==> src/rtl/param_publish_if.sv <==
// param_publish_if
//   Update channel from the front-panel control/ADC scanner into the parameter publisher.
//   One beat = one (slot index, value) pair, transferred when in_valid & in_ready.
//   Signals:
//     in_valid  scanner -> publisher   beat valid
//     in_ready  publisher -> scanner   beat accepted on this edge when high
//     in_idx    scanner -> publisher   target slot
//     in_value  scanner -> publisher   new value for the slot
interface param_publish_if #(
   parameter int WIDTH = 10,
   parameter int IDX_W = 4
);
   logic             in_valid;
   logic             in_ready;
   logic [IDX_W-1:0] in_idx;
   logic [WIDTH-1:0] in_value;

   modport master (output in_valid, output in_idx, output in_value, input in_ready);
   modport slave  (input in_valid, input in_idx, input in_value, output in_ready);
endinterface

==> src/rtl/param_publish_tx.sv <==
// param_publish_tx
//   Source-side publisher for the front-panel parameter bank. Updates land in a
//   shadow bank; the whole bank is copied to params_out_o in a single edge and then
//   held stable for at least HOLD_CYCLES cycles so a far-side multi-bit sampler never
//   observes the bus in motion. Updates closer than DEADBAND to the current shadow
//   value are consumed without effect, suppressing ADC jitter.
//   Ports:
//     clk           system clock
//     rst_n         asynchronous active-low reset
//     up            update channel (slave side)
//     params_out_o  published bank, slot k = [k*WIDTH +: WIDTH]
//     published_o   1-cycle pulse: params_out_o changed on the preceding edge
//     dirty_o       shadow holds changes not yet published
//     err_idx_o     sticky flag: a beat arrived with an out-of-range index
module param_publish_tx #(
   parameter int N_PARAMS    = 12,
   parameter int WIDTH       = 10,
   parameter int HOLD_CYCLES = 64,
   parameter int DEADBAND    = 2,
   parameter int INIT_VALUE  = 0
) (
   input  logic                      clk,
   input  logic                      rst_n,
   param_publish_if.slave            up,
   output logic [N_PARAMS*WIDTH-1:0] params_out_o,
   output logic                      published_o,
   output logic                      dirty_o,
   output logic                      err_idx_o
);
   localparam int IDX_W = 4;
   localparam int CNT_W = (HOLD_CYCLES > 1) ? $clog2(HOLD_CYCLES) : 1;
   localparam logic [CNT_W-1:0]          HOLD_LOAD  = CNT_W'(HOLD_CYCLES - 1);
   localparam logic [WIDTH:0]            DEADBAND_W = (WIDTH + 1)'(DEADBAND);
   localparam logic [IDX_W:0]            N_PARAMS_W = (IDX_W + 1)'(N_PARAMS);
   localparam logic [WIDTH-1:0]          SLOT_INIT  = WIDTH'(INIT_VALUE);
   localparam logic [N_PARAMS*WIDTH-1:0] BANK_INIT  = {N_PARAMS{SLOT_INIT}};

   typedef enum logic [1:0] {
      ST_IDLE    = 2'd0,
      ST_PUBLISH = 2'd1,
      ST_HOLD    = 2'd2
   } state_t;

   state_t                    state_q, state_d;
   logic [CNT_W-1:0]          hold_cnt_q, hold_cnt_d;
   logic [N_PARAMS*WIDTH-1:0] shadow_q, shadow_d;
   logic [N_PARAMS*WIDTH-1:0] params_q, params_d;
   logic                      published_q, published_d;
   logic                      dirty_q, dirty_d;
   logic                      err_q, err_d;
   logic                      ready_q, ready_d;

   logic [WIDTH-1:0]          old_val_s;
   logic                      idx_ok_s;
   logic                      accept_s;
   logic                      change_s;
   logic                      wr_s;

   // Unsigned distance between two slot values, one bit wider so it cannot wrap.
   function automatic logic [WIDTH:0] abs_diff(input logic [WIDTH-1:0] a,
                                               input logic [WIDTH-1:0] b);
      logic [WIDTH:0] ax;
      logic [WIDTH:0] bx;
      ax = {1'b0, a};
      bx = {1'b0, b};
      abs_diff = (ax >= bx) ? (ax - bx) : (bx - ax);
   endfunction

   assign idx_ok_s = ({1'b0, up.in_idx} < N_PARAMS_W);
   assign accept_s = up.in_valid & ready_q;
   assign change_s = (abs_diff(up.in_value, old_val_s) >= DEADBAND_W);
   assign wr_s     = accept_s & idx_ok_s & change_s;

   // Current shadow value of the addressed slot, for the deadband comparison.
   always_comb begin
      old_val_s = SLOT_INIT;
      for (int k = 0; k < N_PARAMS; k++) begin
         old_val_s = (up.in_idx == IDX_W'(k)) ? shadow_q[k*WIDTH +: WIDTH] : old_val_s;
      end
   end

   // FSM state register.
   always_ff @(posedge clk or negedge rst_n) begin
      if (!rst_n) begin
         state_q <= ST_IDLE;
      end else begin
         state_q <= state_d;
      end
   end

   // FSM next-state logic. When the hold expires with changes already pending,
   // go straight to PUBLISH so back-to-back publishes are exactly HOLD_CYCLES+1 apart.
   always_comb begin
      state_d = state_q;
      case (state_q)
         ST_IDLE: begin
            state_d = dirty_q ? ST_PUBLISH : ST_IDLE;
         end
         ST_PUBLISH: begin
            state_d = ST_HOLD;
         end
         ST_HOLD: begin
            if (hold_cnt_q == {CNT_W{1'b0}}) begin
               state_d = dirty_q ? ST_PUBLISH : ST_IDLE;
            end else begin
               state_d = ST_HOLD;
            end
         end
         default: begin
            state_d = ST_IDLE;
         end
      endcase
   end

   // FSM outputs and datapath next-state: publish copy, hold counter, shadow writes.
   always_comb begin
      ready_d     = (state_d != ST_PUBLISH);
      published_d = 1'b0;
      hold_cnt_d  = hold_cnt_q;
      params_d    = params_q;
      shadow_d    = shadow_q;
      dirty_d     = dirty_q;
      err_d       = err_q;
      case (state_q)
         ST_IDLE: begin
            hold_cnt_d = hold_cnt_q;
         end
         ST_PUBLISH: begin
            params_d    = shadow_q;
            dirty_d     = 1'b0;
            published_d = 1'b1;
            hold_cnt_d  = HOLD_LOAD;
         end
         ST_HOLD: begin
            // Saturates at zero; never wraps.
            if (hold_cnt_q != {CNT_W{1'b0}}) begin
               hold_cnt_d = hold_cnt_q - CNT_W'(1);
            end else begin
               hold_cnt_d = hold_cnt_q;
            end
         end
         default: begin
            hold_cnt_d = {CNT_W{1'b0}};
         end
      endcase
      // ready_q is low in PUBLISH, so no write can race the publish copy.
      if (accept_s && !idx_ok_s) begin
         err_d = 1'b1;
      end else begin
         err_d = err_d;
      end
      if (wr_s) begin
         dirty_d = 1'b1;
      end else begin
         dirty_d = dirty_d;
      end
      for (int k = 0; k < N_PARAMS; k++) begin
         shadow_d[k*WIDTH +: WIDTH] = (wr_s && (up.in_idx == IDX_W'(k))) ?
                                      up.in_value : shadow_q[k*WIDTH +: WIDTH];
      end
   end

   // Datapath and output registers; reset aborts any hold or publish in progress.
   always_ff @(posedge clk or negedge rst_n) begin
      if (!rst_n) begin
         hold_cnt_q  <= {CNT_W{1'b0}};
         shadow_q    <= BANK_INIT;
         params_q    <= BANK_INIT;
         published_q <= 1'b0;
         dirty_q     <= 1'b0;
         err_q       <= 1'b0;
         ready_q     <= 1'b0;
      end else begin
         hold_cnt_q  <= hold_cnt_d;
         shadow_q    <= shadow_d;
         params_q    <= params_d;
         published_q <= published_d;
         dirty_q     <= dirty_d;
         err_q       <= err_d;
         ready_q     <= ready_d;
      end
   end

   assign up.in_ready  = ready_q;
   assign params_out_o = params_q;
   assign published_o  = published_q;
   assign dirty_o      = dirty_q;
   assign err_idx_o    = err_q;

endmodule

==> src/flat_wrapper.sv <==
// flat-port wrapper written by rule: the top's interface ports become plain ports
module param_publish_tx_flat 
#(
   parameter int N_PARAMS    = 12,
   parameter int WIDTH       = 10,
   parameter int HOLD_CYCLES = 64,
   parameter int DEADBAND    = 2,
   parameter int INIT_VALUE  = 0
)
  (clk, rst_n, params_out_o, published_o, dirty_o, err_idx_o, up_in_valid, up_in_idx, up_in_value, up_in_ready);
  param_publish_if #(.WIDTH(WIDTH)) up_i ();
  input  logic clk;
  input  logic rst_n;
  output logic [N_PARAMS*WIDTH-1:0] params_out_o;
  output logic published_o;
  output logic dirty_o;
  output logic err_idx_o;
  input wire logic [$bits(up_i.in_valid)-1:0] up_in_valid;
  input wire logic [$bits(up_i.in_idx)-1:0] up_in_idx;
  input wire logic [$bits(up_i.in_value)-1:0] up_in_value;
  output wire logic [$bits(up_i.in_ready)-1:0] up_in_ready;
  assign up_i.in_valid = up_in_valid;
  assign up_i.in_idx = up_in_idx;
  assign up_i.in_value = up_in_value;
  assign up_in_ready = up_i.in_ready;
  param_publish_tx #(.N_PARAMS(N_PARAMS), .WIDTH(WIDTH), .HOLD_CYCLES(HOLD_CYCLES), .DEADBAND(DEADBAND), .INIT_VALUE(INIT_VALUE)) u_core (.clk(clk), .rst_n(rst_n), .up(up_i), .params_out_o(params_out_o), .published_o(published_o), .dirty_o(dirty_o), .err_idx_o(err_idx_o));
endmodule
==> config.mk <==
export PLATFORM = sky130hd
export DESIGN_NAME = param_publish_tx_flat
export DESIGN_NICKNAME = d
export VERILOG_FILES = /design/src/rtl/param_publish_if.sv /design/src/rtl/param_publish_tx.sv /design/src/flat_wrapper.sv
export SDC_FILE = /design/constraint.sdc
export NUM_CORES = 1
export LEC_CHECK = 0
export ABC_CLOCK_PERIOD_IN_PS = 8920
export CORE_MARGIN = 10
export CORE_UTILIZATION = 32
export CTS_BUF_LIST = sky130_fd_sc_hd__clkbuf_4
export DETAILED_ROUTE_END_ITERATION = 8
export PLACE_DENSITY = 0.58
export SYNTH_ARGS = -nofsm -noshare
export SYNTH_HDL_FRONTEND = slang
export SYNTH_SLANG_ARGS = --single-unit
==> constraint.sdc <==
create_clock -name clk -period 8.92 [get_ports clk]
set_input_delay 1.338 -clock clk [delete_from_list [all_inputs] [get_ports clk]]
set_output_delay 1.338 -clock clk [all_outputs]
set_load 0.01 [all_outputs]
# After elaboration in Yosys (flattened, before gate mapping)
# Cells that the tools add are included.
[classes]
bitwise_logic = 4
eq_ne = 15
mux = 21
reduce_logical = 20
n_addsub = 3
order_cmp = 3
[op_table]
columns = ["op", "n"]
rows = [
  ["$mux 10", 12],
  ["$sub 10x10->11", 2],
  ["$pmux 6 s3", 1],
  ["$eq 4x3->1 const B", 4],
  ["$eq 4x4->1 const B", 4],
  ["$logic_and 1x1->1", 13],
  ["$ge 11x2->1 const B", 1],
  ["$mux 11", 1],
  ["$ge 10x10->1", 1],
  ["$eq 4x2->1 const B", 2],
  ["$logic_not 6->1", 1],
  ["$mux 6", 1],
  ["$pmux 2 s3", 1],
  ["$reduce_bool 6->1", 1],
  ["$sub 6x1->6 const B", 1],
  ["$eq 4x1->1 const B", 1],
  ["$logic_not 4->1", 1],
  ["$lt 4x4->1 const B", 1],
  ["$mux 1", 4],
  ["$ne 2x1->1 const B", 2],
  ["$and 1x1->1", 3],
  ["$eq 2x1->1 const B", 1],
  ["$eq 2x2->1 const B", 1],
  ["$logic_not 2->1", 1],
  ["other kinds (5)", 5],
]
[totals]
wordCells = 85
in_bits = 17
ff_bits = 252
output_inout_bits = 124

# Depth between registers and ports, before layout
# Gate-level depths: netlist (run 1).
[depth]
word_depth = 18
mapped_depth = 24
ltp_nobuf = 20

# Least setup slack after synthesis (run 1)
# OpenSTA, ideal clock, no wires.
[synth_path]
path_type = "input -> register"
startpoint = "input up_in_idx[3]"
endpoint = "register u_core.shadow_q[0]"
setup_time_ns = 0.125
setup_slack_ns = 3.174
t_arrival_ns = 5.621
required_ns = 8.795
path_buffers = 2
path_stages = 20
path_cell_list = "clkbuf_1 nor3_1 a22oi_1 nand4_1 o21ai_0 nand3_1 o21ai_0 nand3_1 o21a_1 ha_1 nor2b_1 o31ai_2 a31oi_4 or4_1 o311a_2 nor3_4 o221ai_4 buf_12 o21ai_4 mux2_4"
[synth_via]
elab_chain_cells = 18
word_cells_on_any_way = 33
cone_classes = "2 x add/sub; 3 x order compare; 11 x eq/ne; 13 x mux; 2 x bitwise; 2 x reduce/logical"
[synth_rtl]
columns = ["item", "line", "text"]
rows = [
  ["start: declaration", "flat_wrapper.sv:19", "input wire logic [$bits(up_i.in_idx)-1:0] up_in_idx;"],
  ["$logic_not 4->1", "param_publish_tx.sv:78, param_publish_tx.sv:158", ""],
  ["$mux 10 (12 in a row)", "param_publish_tx.sv:78", "old_val_s = (up.in_idx == IDX_W'(k)) ? shadow_q[k*WIDTH +: WIDTH] : old_val_s;"],
  ["$sub 10x10->11 / $ge 10x10->1 (equally long branches)", "param_publish_tx.sv:66", "abs_diff = (ax >= bx) ? (ax - bx) : (bx - ax);"],
  ["$mux 11", "param_publish_tx.sv:66", ""],
  ["$ge 11x2->1", "param_publish_tx.sv:71", "assign change_s = (abs_diff(up.in_value, old_val_s) >= DEADBAND_W);"],
  ["$and 1x1->1", "param_publish_tx.sv:72", "assign wr_s = accept_s & idx_ok_s & change_s;"],
  ["$logic_and 1x1->1 *", "param_publish_tx.sv:158", "shadow_d[k*WIDTH +: WIDTH] = (wr_s && (up.in_idx == IDX_W'(k))) ?"],
  ["end signal: assignment", "param_publish_tx.sv:175", "shadow_q <= shadow_d;"],
  ["end: declaration", "param_publish_tx.sv:46", "logic [N_PARAMS*WIDTH-1:0] shadow_q, shadow_d;"],
]
# Mark *: on every way between the ends. The rest lies on a longest branch, timed or not.
# A chain may end at the register's enable or synchronous reset.

# Worst setup path in the final report (run 1)
[layout_path]
startpoint = "input up_in_idx[0]"
endpoint = "register u_core.shadow_q[65]"
[layout_via]
elab_chain_cells = 18
word_cells_on_any_way = 33
cone_classes = "2 x add/sub; 3 x order compare; 11 x eq/ne; 13 x mux; 2 x bitwise; 2 x reduce/logical"
[layout_rtl]
columns = ["item", "line"]
rows = [
  ["$logic_not 4->1", "param_publish_tx.sv:78"],
  ["$mux 10 (12 in a row)", "param_publish_tx.sv:78"],
  ["$sub 10x10->11 / $ge 10x10->1 (equally long branches)", "param_publish_tx.sv:66"],
  ["$mux 11", "param_publish_tx.sv:66"],
  ["$ge 11x2->1", "param_publish_tx.sv:71"],
  ["$and 1x1->1", "param_publish_tx.sv:72"],
  ["$logic_and 1x1->1 *", "param_publish_tx.sv:158"],
]
# Marked as above.

==> impl_metrics.ini, run 1 <==
[grt]
gr-usage-all-layers = 0.153
grt_first_pass_wirelength_um = 54600
grt_pass1_vias = 8532
grt-ovfl-total = 0
grt_start_max_net_pins = 128
grt_antenna_before_repair = 3

[synth]
main_combinational_cell_family_by_area_after_synthesis = multiplexers
synth-compound-area-share = 0.0986
synth_most_common_cell = dfrtp_1
muxShareOfSynthArea = 0.255
post_synth_main_area_contributors = dfrtp_1 52%, mux2_2 17%, mux2_4 7.5%
async_reset_ff_frac = 1.00
mappedNetlistArea_sq_um = 12000
syn_inst_count = 899
postSynthRegisterBits = 252
yosys.area_share.simple = 0.0646
ys_seq_area_frac = 0.523
ys_top_cells_by_count = 252 x dfrtp_1, 182 x mux2_2, 60 x mux2_4, 33 x clkbuf_1, 30 x inv_1
synthDistinctLibCells = 72
postSynth.topFlopCell = dfrtp_1
synth_area_leader_cell = dfrtp_1
synth_enable_flop_cells = 0
synth-xor-area-share = 0.000727
postSynthNetCount = 943
synthesis_warning_total = 0
synth_largest_type_area_fraction = 0.523
synth_area_per_cell_sq_um = 13.4
synth_fa_ha_area_frac = 0.0293

[routing]
avgViaCountPerCell = 5.05
finalWirelength_um = 35400
routed_wire_length_per_instance_um = 21.7
detailedRoute.firstIterationViolations = 642
final_antenna_net_count = 0
drc = 0
routed-via-count = 8240
detail_route.first_pass.iterations = 5

[finish]
area.growth.synth_to_final_pct = 23.1
final_layout_size_suffix_gt1_frac = 0.355
final_core_utilization = 0.397
nNetsFinal = 1124
stdcell_count = 1632

[clock_network]
numCtsBuffers = 71
clock_latency_ns = 0.73
htree_levels = 3
tritoncts = built
post-cts-setup-buffer-count = 0
cts_hold_repair.buffers = 0
cts_max_path_buffers = 3
worst_path_clk_slew_ns = 0.06
cts.repair.resized = 0
clkSinkCount = 252
cts_root_buf = clkbuf_4

[worst_setup_path]
cpPeakStageDelay_ns = 0.75
critPathBufInv = 3
crit_path_top_delay_cell = o221ai_4
critical_path_cell_list = clkdlybuf4s50_1 -> nand2b_1 -> nor3_1 -> buf_4 -> a22oi_1 -> nand3_1 -> o21ai_0 -> nand3_1 -> o21ai_0 -> nand3_1 -> o21ai_0 -> inv_1 -> ha_1 -> a21oi_1 -> o22ai_2 -> or2_0 -> nor2_1 -> o311a_2 -> o21a_1 -> o221ai_4 -> o21ai_2 -> mux2_2
regToRegSetupSlack_ns = 3.49
worst_ep_arrival_time_ns = 7.58
cp_data_required_time_ns = 9.48
setup.worst_path.end_class = flip-flop
criticalPathCategory = input pin to flip-flop
family_of_cells_with_the_greatest_summed_delay_on_the_critical_path = compound AO/OA/AOI/OAI gates
critPathMaxFanout = 13
crit_path_start_kind = input pin

[status]
outcome = completed

[timing]
achievable-frequency_mhz = 142
setup-tns-final_ns = 0
timing.final.max_slew_violations = 0
maxSlewHeadroom = 0.348
timing.final.setup_violations = 0
rsz0062_at_grt = false
clock_skews_ns = 0.0695
hold_ws_ns = 0.504
fin_crit_sh = 0.787
timing_hold_violations_final = 0
transition_time_at_the_pin_with_the_least_slew_margin_ns = 0.976
post-route-min-period_ns = 7.02

[power]
power_density_nw_per_um2 = 199
share_seq_of_total_power = 0.487
share_comb_of_total_power = 0.165
total_power_of_the_final_layout_mw = 2.95
vdd.ir_drop.worst_mv = 0.0991
switching_share = 0.301
clkPwrFrac = 0.348
power.internal_mw = 2.07
cellLeakagePower_nw = 6.86
power.net_switching_mw = 0.889

[floorplanning]
die_h_um = 214
io_pins = 141
total_die_area_sq_um = 45800
num_rows = 71
die_x_um = 214
initial_core_utilization = 0.322
core_sq_um = 37400

[placement]
finalWeightedCongestion = 0.888
placed_cells = 1518
portBuffers = 140
detailedPlacementHpwl_um = 25200

[flow_run]
timing.max_cap.violations = 0

[worst_hold_path]
hold_class = flip-flop to flip-flop
## path summary, 6_finish.rpt
check,to,from,depth (start not counted)
worst min-delay path,u_core.params_out_o[29]$_DFFE_PN0P_,u_core.params_out_o[29]$_DFFE_PN0P_,1
worst min register to register,u_core.params_out_o[29]$_DFFE_PN0P_,u_core.params_out_o[29]$_DFFE_PN0P_,1
min in group asynchronous,u_core.params_out_o[34]$_DFFE_PN0P_,rst_n,1
worst max register to register,u_core.shadow_q[65]$_DFFE_PN0P_,u_core.shadow_q[38]$_DFFE_PN0P_,18
max in group asynchronous,u_core.shadow_q[25]$_DFFE_PN0P_,rst_n,2
worst max-delay path,u_core.shadow_q[65]$_DFFE_PN0P_,up_in_idx[0],22
## sequential cells by signal, summed over array words and instances (netlist names)
| name | cells |
|---|---|
| u_core.err_idx_o | 1 |
| u_core.up.in_ready | 1 |
| u_core.published_o | 1 |
| u_core.dirty_o | 1 |
| u_core.hold_cnt_q | 6 |
| u_core.state_q | 2 |
| u_core.params_out_o | 120 |
| u_core.shadow_q | 120 |
## cell usage in the layout, fill, tap and decap left out, types with 5 or more instances in the layout
cell type / count
nand2_1: 28
nand4_1: 6
nand3b_1: 5
inv_1: 30
a211oi_1: 7
nand3_1: 15
buf_4: 13
nor2_1: 28
nor2b_1: 14
nor4_1: 5
dfrtp_1: 252
mux2_4: 60
clkinv_1: 7
nor3_1: 13
o21ai_0: 26
a21oi_1: 23
mux2_2: 182
a21o_1: 5
clkdlybuf4s50_1: 139
a222oi_1: 5
clkbuf_4: 96
nand2b_1: 5
a22oi_1: 24
a31oi_1: 6
o21ai_4: 9
o21a_1: 5
ha_1: 24
## layout make-up
type	count	area, sq um
clock buffers	96	721
repair buffers	153	1500
well taps	511	639
clock inverters	14	124
fillers	3570	22600
inverters	30	113
diodes	4	10.0
flip-flops and latches	252	6310
multi-input cells	572	5420
## cells by family (layout without fill, tap and decap cells)
| logic type | after synthesis | in the layout |
|---|---|---|
| mux | 249 | 249 |
| other cells | 0 | 4 |
| compound gates | 150 | 150 |
| buf+inv | 75 | 293 |
| xor+xnor | 1 | 1 |
| fa+ha+maj | 27 | 27 |
| simple gates | 145 | 145 |
| flops | 252 | 252 |
## power groups by stage
stage | logic [mW] | clock network, mW | registers, mW
after floorplan | 0.383 | 0 | 1.36
after global placement | 0.480 | 0 | 1.46
after detailed placement | 0.485 | 0 | 1.45
after CTS | 0.487 | 1.06 | 1.44
after global routing | 0.531 | 1.13 | 1.45
final | 0.488 | 1.03 | 1.44
## metrics by stage
step / cell area (sq um) / setup WS [ns]
3_3_place_gp: 14000 / 1.31
5_1_grt: 14800 / 1.51
3_5_place_dp: 14000 / 1.37
2_1_floorplan: 12000 / 3.17
4_1_cts: 14800 / 2.08
6_report: 14800 / 1.90
## metal layers
| layer | GRT usage | share of wire |
|---|---|---|
| met4 | 0.0476 | 0.019 |
| met3 | 0.0419 | 0.066 |
| met2 | 0.229 | 0.45 |
| met1 | 0.209 | 0.46 |
| met5 | 0 | 0.00037 |
No activity file was read; power rests on OpenSTA's default activity.
==> run 2, diff against run 1 <==
ABC_CLOCK_PERIOD_IN_PS = 7200   (was 8920)
clock period = 7.2 ns   (was 8.92 ns; I/O delays follow)
==> run 2 against run 1 <==
  * Sequential power grew 24%
  * Clock power is 32% higher
  * Clock skew grew 0.017 ns
  * Clock-buffer cell count grew 11
  * Wire length increased by 3.5%
  * Critical path depth fell by 2
  * Highest routed layer unchanged
==> impl_metrics.ini, run 2 (synthesis results as in run 1) <==
[timing]
post-route-min-period_ns = 6.52
timing_hold_violations_final = 0
transition_time_at_the_pin_with_the_least_slew_margin_ns = 0.961
rsz0062_at_grt = false
fin_crit_sh = 0.906
timing.final.max_slew_violations = 0
timing.final.setup_violations = 0
achievable-frequency_mhz = 153
clock_skews_ns = 0.0865
setup-tns-final_ns = 0
maxSlewHeadroom = 0.357

[clock_network]
numCtsBuffers = 74
cts_max_path_buffers = 3
cts_root_buf = clkbuf_4
cts.repair.resized = 0
cts_hold_repair.buffers = 0
post-cts-setup-buffer-count = 0
tritoncts = built
htree_levels = 3
clkSinkCount = 252
worst_path_clk_slew_ns = 0.06
clock_latency_ns = 0.76

[power]
power_density_nw_per_um2 = 251
vdd.ir_drop.worst_mv = 0.103
cellLeakagePower_nw = 6.97

[floorplanning]
io_pins = 141
core_sq_um = 37400
die_x_um = 214
num_rows = 71
die_h_um = 214
total_die_area_sq_um = 45800
initial_core_utilization = 0.322

[status]
outcome = completed

[worst_hold_path]
hold_class = input pin to async pin

[grt]
grt.busiest_layer = met2
grt_antenna_before_repair = 7
grt_start_max_net_pins = 138
met1_usage = 0.211
use_met2 = 0.235
grt-ovfl-total = 0
global_route.usage.met3 = 0.0475
grt_first_pass_wirelength_um = 55700
gr-usage-all-layers = 0.158
grt_pass1_vias = 8677

[worst_setup_path]
setup.worst_path.end_class = flip-flop
cp_data_required_time_ns = 7.77
criticalPathCategory = input pin to flip-flop
worst_ep_arrival_time_ns = 7.09
critPathBufInv = 1
crit_path_start_kind = input pin
critPathMaxFanout = 13
critical_path_cell_list = clkdlybuf4s50_1 -> nand2b_1 -> nor3_1 -> a222oi_1 -> nand4_1 -> o21ai_0 -> nand3_1 -> o21ai_0 -> nand3_1 -> o21a_1 -> ha_1 -> nor2b_1 -> o31ai_2 -> a31o_1 -> nand2_1 -> a2111oi_0 -> nand3b_1 -> o221ai_4 -> o21ai_4 -> mux2_4
cpPeakStageDelay_ns = 0.63
family_of_cells_with_the_greatest_summed_delay_on_the_critical_path = compound AO/OA/AOI/OAI gates
crit_path_top_delay_cell = clkdlybuf4s50_1
number_of_cells_on_the_critical_path = 20
r2r.worst_path.cells = 17

[placement]
detailedPlacementHpwl_um = 25900
portBuffers = 140
placed_cells = 1528
dpl_cell_area_sq_um = 14100
finalWeightedCongestion = 0.859

[routing]
detailedRoute.firstIterationViolations = 660
finalWirelength_um = 36600
detail_route.first_pass.iterations = 8
drc = 0
final_antenna_net_count = 0
avgViaCountPerCell = 5.04
routed_wire_length_per_instance_um = 22.1
routed-via-count = 8343

[finish]
final_area_sq_um = 15000
layout_commonest_cell = dfrtp_1
area.growth.synth_to_final_pct = 24.6
final_layout_size_suffix_gt1_frac = 0.367
nNetsFinal = 1137
final.fill_count = 3615
layout.cells.most_common_list = 252 x dfrtp_1, 182 x mux2_2, 139 x clkdlybuf4s50_1
stdcell_count = 1655

[flow_run]
timing.max_cap.violations = 0
-- run 2: changes by cell type in the layout (fill, tap and decap cells not counted), sizes merged --
| cell | change |
|---|---|
| clkinvlp | -1 |
| clkinv | +2 |
| clkbuf | +11 |
| buf | +10 |
| diode | +1 |
-- run 2: path summary, 6_finish.rpt --
path	startpoint	end	slack (ns)
worst max-delay path	up_in_idx[3]	u_core.shadow_q[28]$_DFFE_PN0P_	0.68
worst min-delay path	rst_n	u_core.params_out_o[49]$_DFFE_PN0P_	0.45
worst max register to register	u_core.shadow_q[41]$_DFFE_PN0P_	u_core.shadow_q[28]$_DFFE_PN0P_	2.06
worst min register to register	u_core.params_out_o[88]$_DFFE_PN0P_	u_core.params_out_o[88]$_DFFE_PN0P_	0.51
max in group asynchronous	rst_n	u_core.shadow_q[108]$_DFFE_PN0P_	5.44
min in group clk	u_core.params_out_o[88]$_DFFE_PN0P_	u_core.params_out_o[88]$_DFFE_PN0P_	0.51
-- run 2: layout make-up --
cell class	count	area, sq um	area share
tap	511	639	0.0426
antenna	5	12.5	0.000833
clock buffer	107	803	0.0535
inverter	30	113	0.00750
multi-input combinational	572	5420	0.361
timing repair buffer	163	1600	0.107
sequential	252	6310	0.420
clock inverter	15	116	0.00775
-- run 2: where the power goes --
group	internal (mW)	switching [mW]
clock	0.746	0.613
combinational	0.309	0.311
sequential	1.58	0.215
-- run 2: metal layers --
metal  up-vias  share of wire
li1       3763              -
met1      4267           0.46
met2       256           0.45
met3        53          0.069
met4         4          0.022
met5         -        0.00065
-- run 2: stage by stage --
step | hold slack, ns | util | power (mW) | setup WS [ns]
2_1_floorplan | 0.471 | - | 2.15 | 1.71
3_3_place_gp | 0.491 | 0.376 | 2.42 | 0.143
3_5_place_dp | 0.496 | 0.376 | 2.43 | 0.0518
4_1_cts | 0.396 | 0.401 | 3.81 | 0.813
5_1_grt | 0.464 | 0.401 | 3.98 | 0.277
6_report | 0.445 | 0.401 | 3.77 | 0.680
==> run 3, diff against run 2 <==
MAX_ROUTING_LAYER = met4   (was not set)
==> run 3 against run 2 <==
  * Clock-buffer cell count down 3
  * Worst setup slack worse by 0.14 ns
  * Cell count up 0.97%
  * Via count down 0.11%
  * Critical path type unchanged
  * Critical endpoint is now u_core.shadow_q[29]$_DFFE_PN0P_
  * Largest power group unchanged
==> impl_metrics.ini, run 3 (synthesis results as in run 1) <==
[routing]
routed-via-count = 8334
finalWirelength_um = 36500
routed_wire_length_per_instance_um = 21.9
topRoutingLayerUsed = met4
detailedRoute.firstIterationViolations = 655
detail_route.first_pass.iterations = 5
drt-met1-wl_um = 16600
detailroute.wirelength.met2_um = 16900
drc = 0
avgViaCountPerCell = 4.99
final_antenna_net_count = 0
met3_wire_length_um = 2340

[clock_network]
htree_levels = 3
cts_root_buf = clkbuf_4
clkSinkCount = 252
clock_latency_ns = 0.71
worst_path_clk_slew_ns = 0.06
numCtsBuffers = 71
cts.repair.resized = 0
post-cts-setup-buffer-count = 0
cts_max_path_buffers = 3
tritoncts = built
cts_hold_repair.buffers = 0

[floorplanning]
die_h_um = 214
initial_core_utilization = 0.322
total_die_area_sq_um = 45800
core_sq_um = 37400
die_x_um = 214
num_rows = 71
io_pins = 141

[placement]
dpl_cell_area_sq_um = 14100
detailedPlacementHpwl_um = 25900
pre_cts_ws_ns = -0.0192
portBuffers = 140
finalWeightedCongestion = 0.894

[timing]
maxSlewHeadroom = 0.284
timing.final.setup_violations = 0
timing.final.max_slew_violations = 0
transition_time_at_the_pin_with_the_least_slew_margin_ns = 1.07
clock_skews_ns = 0.0442
postLayoutSetupSlackWorst_ns = 0.542
fin_crit_sh = 0.925
post-route-min-period_ns = 6.66
rsz0062_at_grt = false
timing_hold_violations_final = 0
achievable-frequency_mhz = 150

[flow_run]
timing.max_cap.violations = 0

[finish]
final_area_sq_um = 15100
area.growth.synth_to_final_pct = 25.4
layout_commonest_cell = dfrtp_1
final_core_utilization = 0.404
nNetsFinal = 1144
sequential_cell_area_sq_um = 6310
final_layout_size_suffix_gt1_frac = 0.369
multiInputGateArea_sq_um = 5420
final.fill_count = 3574
layout.cells.most_common_list = 252 x dfrtp_1, 182 x mux2_2, 139 x clkdlybuf4s50_1

[worst_setup_path]
criticalPathCategory = input pin to flip-flop
crit_path_start_kind = input pin
cp_data_required_time_ns = 7.76
setup.worst_path.end_class = flip-flop
worst_ep_arrival_time_ns = 7.21
critPathMaxFanout = 11

[grt]
grt_pass1_vias = 8761
grt-ovfl-total = 0
grt_antenna_before_repair = 5
gr-usage-all-layers = 0.161
grt_start_max_net_pins = 140
grt_first_pass_wirelength_um = 55900

[power]
vdd.ir_drop.worst_mv = 0.129
power_density_nw_per_um2 = 251
cellLeakagePower_nw = 7.03

[worst_hold_path]
hold_class = input pin to async pin

[status]
outcome = completed
run 3: cell types whose count changed in the layout (fill, tap and decap cells not counted), sizes merged:
cell / delta
diode: +2
inv: +1
buf: +10
clkinv: +5
bufinv: +1
clkbuf: -3
run 3: final timing paths:
path / cells past startpoint / end / start / slack (ns)
max: 22 / u_core.shadow_q[29]$_DFFE_PN0P_ / up_in_idx[3] / 0.54
min: 1 / u_core.params_out_o[34]$_DFFE_PN0P_ / rst_n / 0.45
max reg2reg: 18 / u_core.shadow_q[29]$_DFFE_PN0P_ / u_core.shadow_q[51]$_DFFE_PN0P_ / 2.00
min reg2reg: 1 / u_core.params_out_o[1]$_DFFE_PN0P_ / u_core.params_out_o[1]$_DFFE_PN0P_ / 0.50
max in group asynchronous: 2 / u_core.params_out_o[105]$_DFFE_PN0P_ / rst_n / 5.43
min in group clk: 1 / u_core.params_out_o[1]$_DFFE_PN0P_ / u_core.params_out_o[1]$_DFFE_PN0P_ / 0.50
run 3: final cells by class:
class,instances,share of cell area
Clock inverter,22,0.0111
Timing Repair Buffer,173,0.110
Tap cell,511,0.0423
Sequential cell,252,0.417
Inverter,30,0.00745
Clock buffer,104,0.0517
Antenna cell,7,0.00116
Multi-Input combinational cell,572,0.359
run 3: critical path, stage by stage:
cell and delay, ns:
clkdlybuf4s50_1 0.44, buf_4 0.19, nand2b_1 0.21, nor3_1 0.79, a222oi_1 0.21, nand4_1 0.18, o21ai_0 0.14, nand3_1 0.10
o21ai_0 0.11, nand3_1 0.13, o21a_1 0.22, ha_1 0.27, nor2b_1 0.19, o31ai_2 0.31, a31o_1 0.43, nand2_1 0.13
a2111oi_0 0.43, nand3b_1 0.22, o221ai_4 0.30, buf_4 0.30, o21ai_4 0.46, mux2_4 0.34
run 3: routing by layer:
layer | global-route usage | vias up
met3 | 0.0394 | 37
li1 | - | 3773
met2 | 0.242 | 290
met1 | 0.208 | 4234
met5 | - | -
met4 | 0.0545 | 0
run 3: where the power goes:
group	switching (mW)	internal [mW]	leakage [nW]	total, mW
Clock	0.612	0.770	0.559	1.38
Sequential	0.205	1.58	3.29	1.78
Combinational	0.311	0.316	3.17	0.627
Total	1.13	2.66	7.03	3.79
run 3: stage by stage:
step	power, mW	instances	TNS (ns)	hold WS [ns]
after floorplan	2.15	899	0	0.471
after global placement	2.42	1538	0	0.491
after detailed placement	2.43	1538	-0.173	0.495
after CTS	3.83	1664	0	0.457
after global routing	3.99	1670	0	0.464
final	3.79	1671	0	0.450
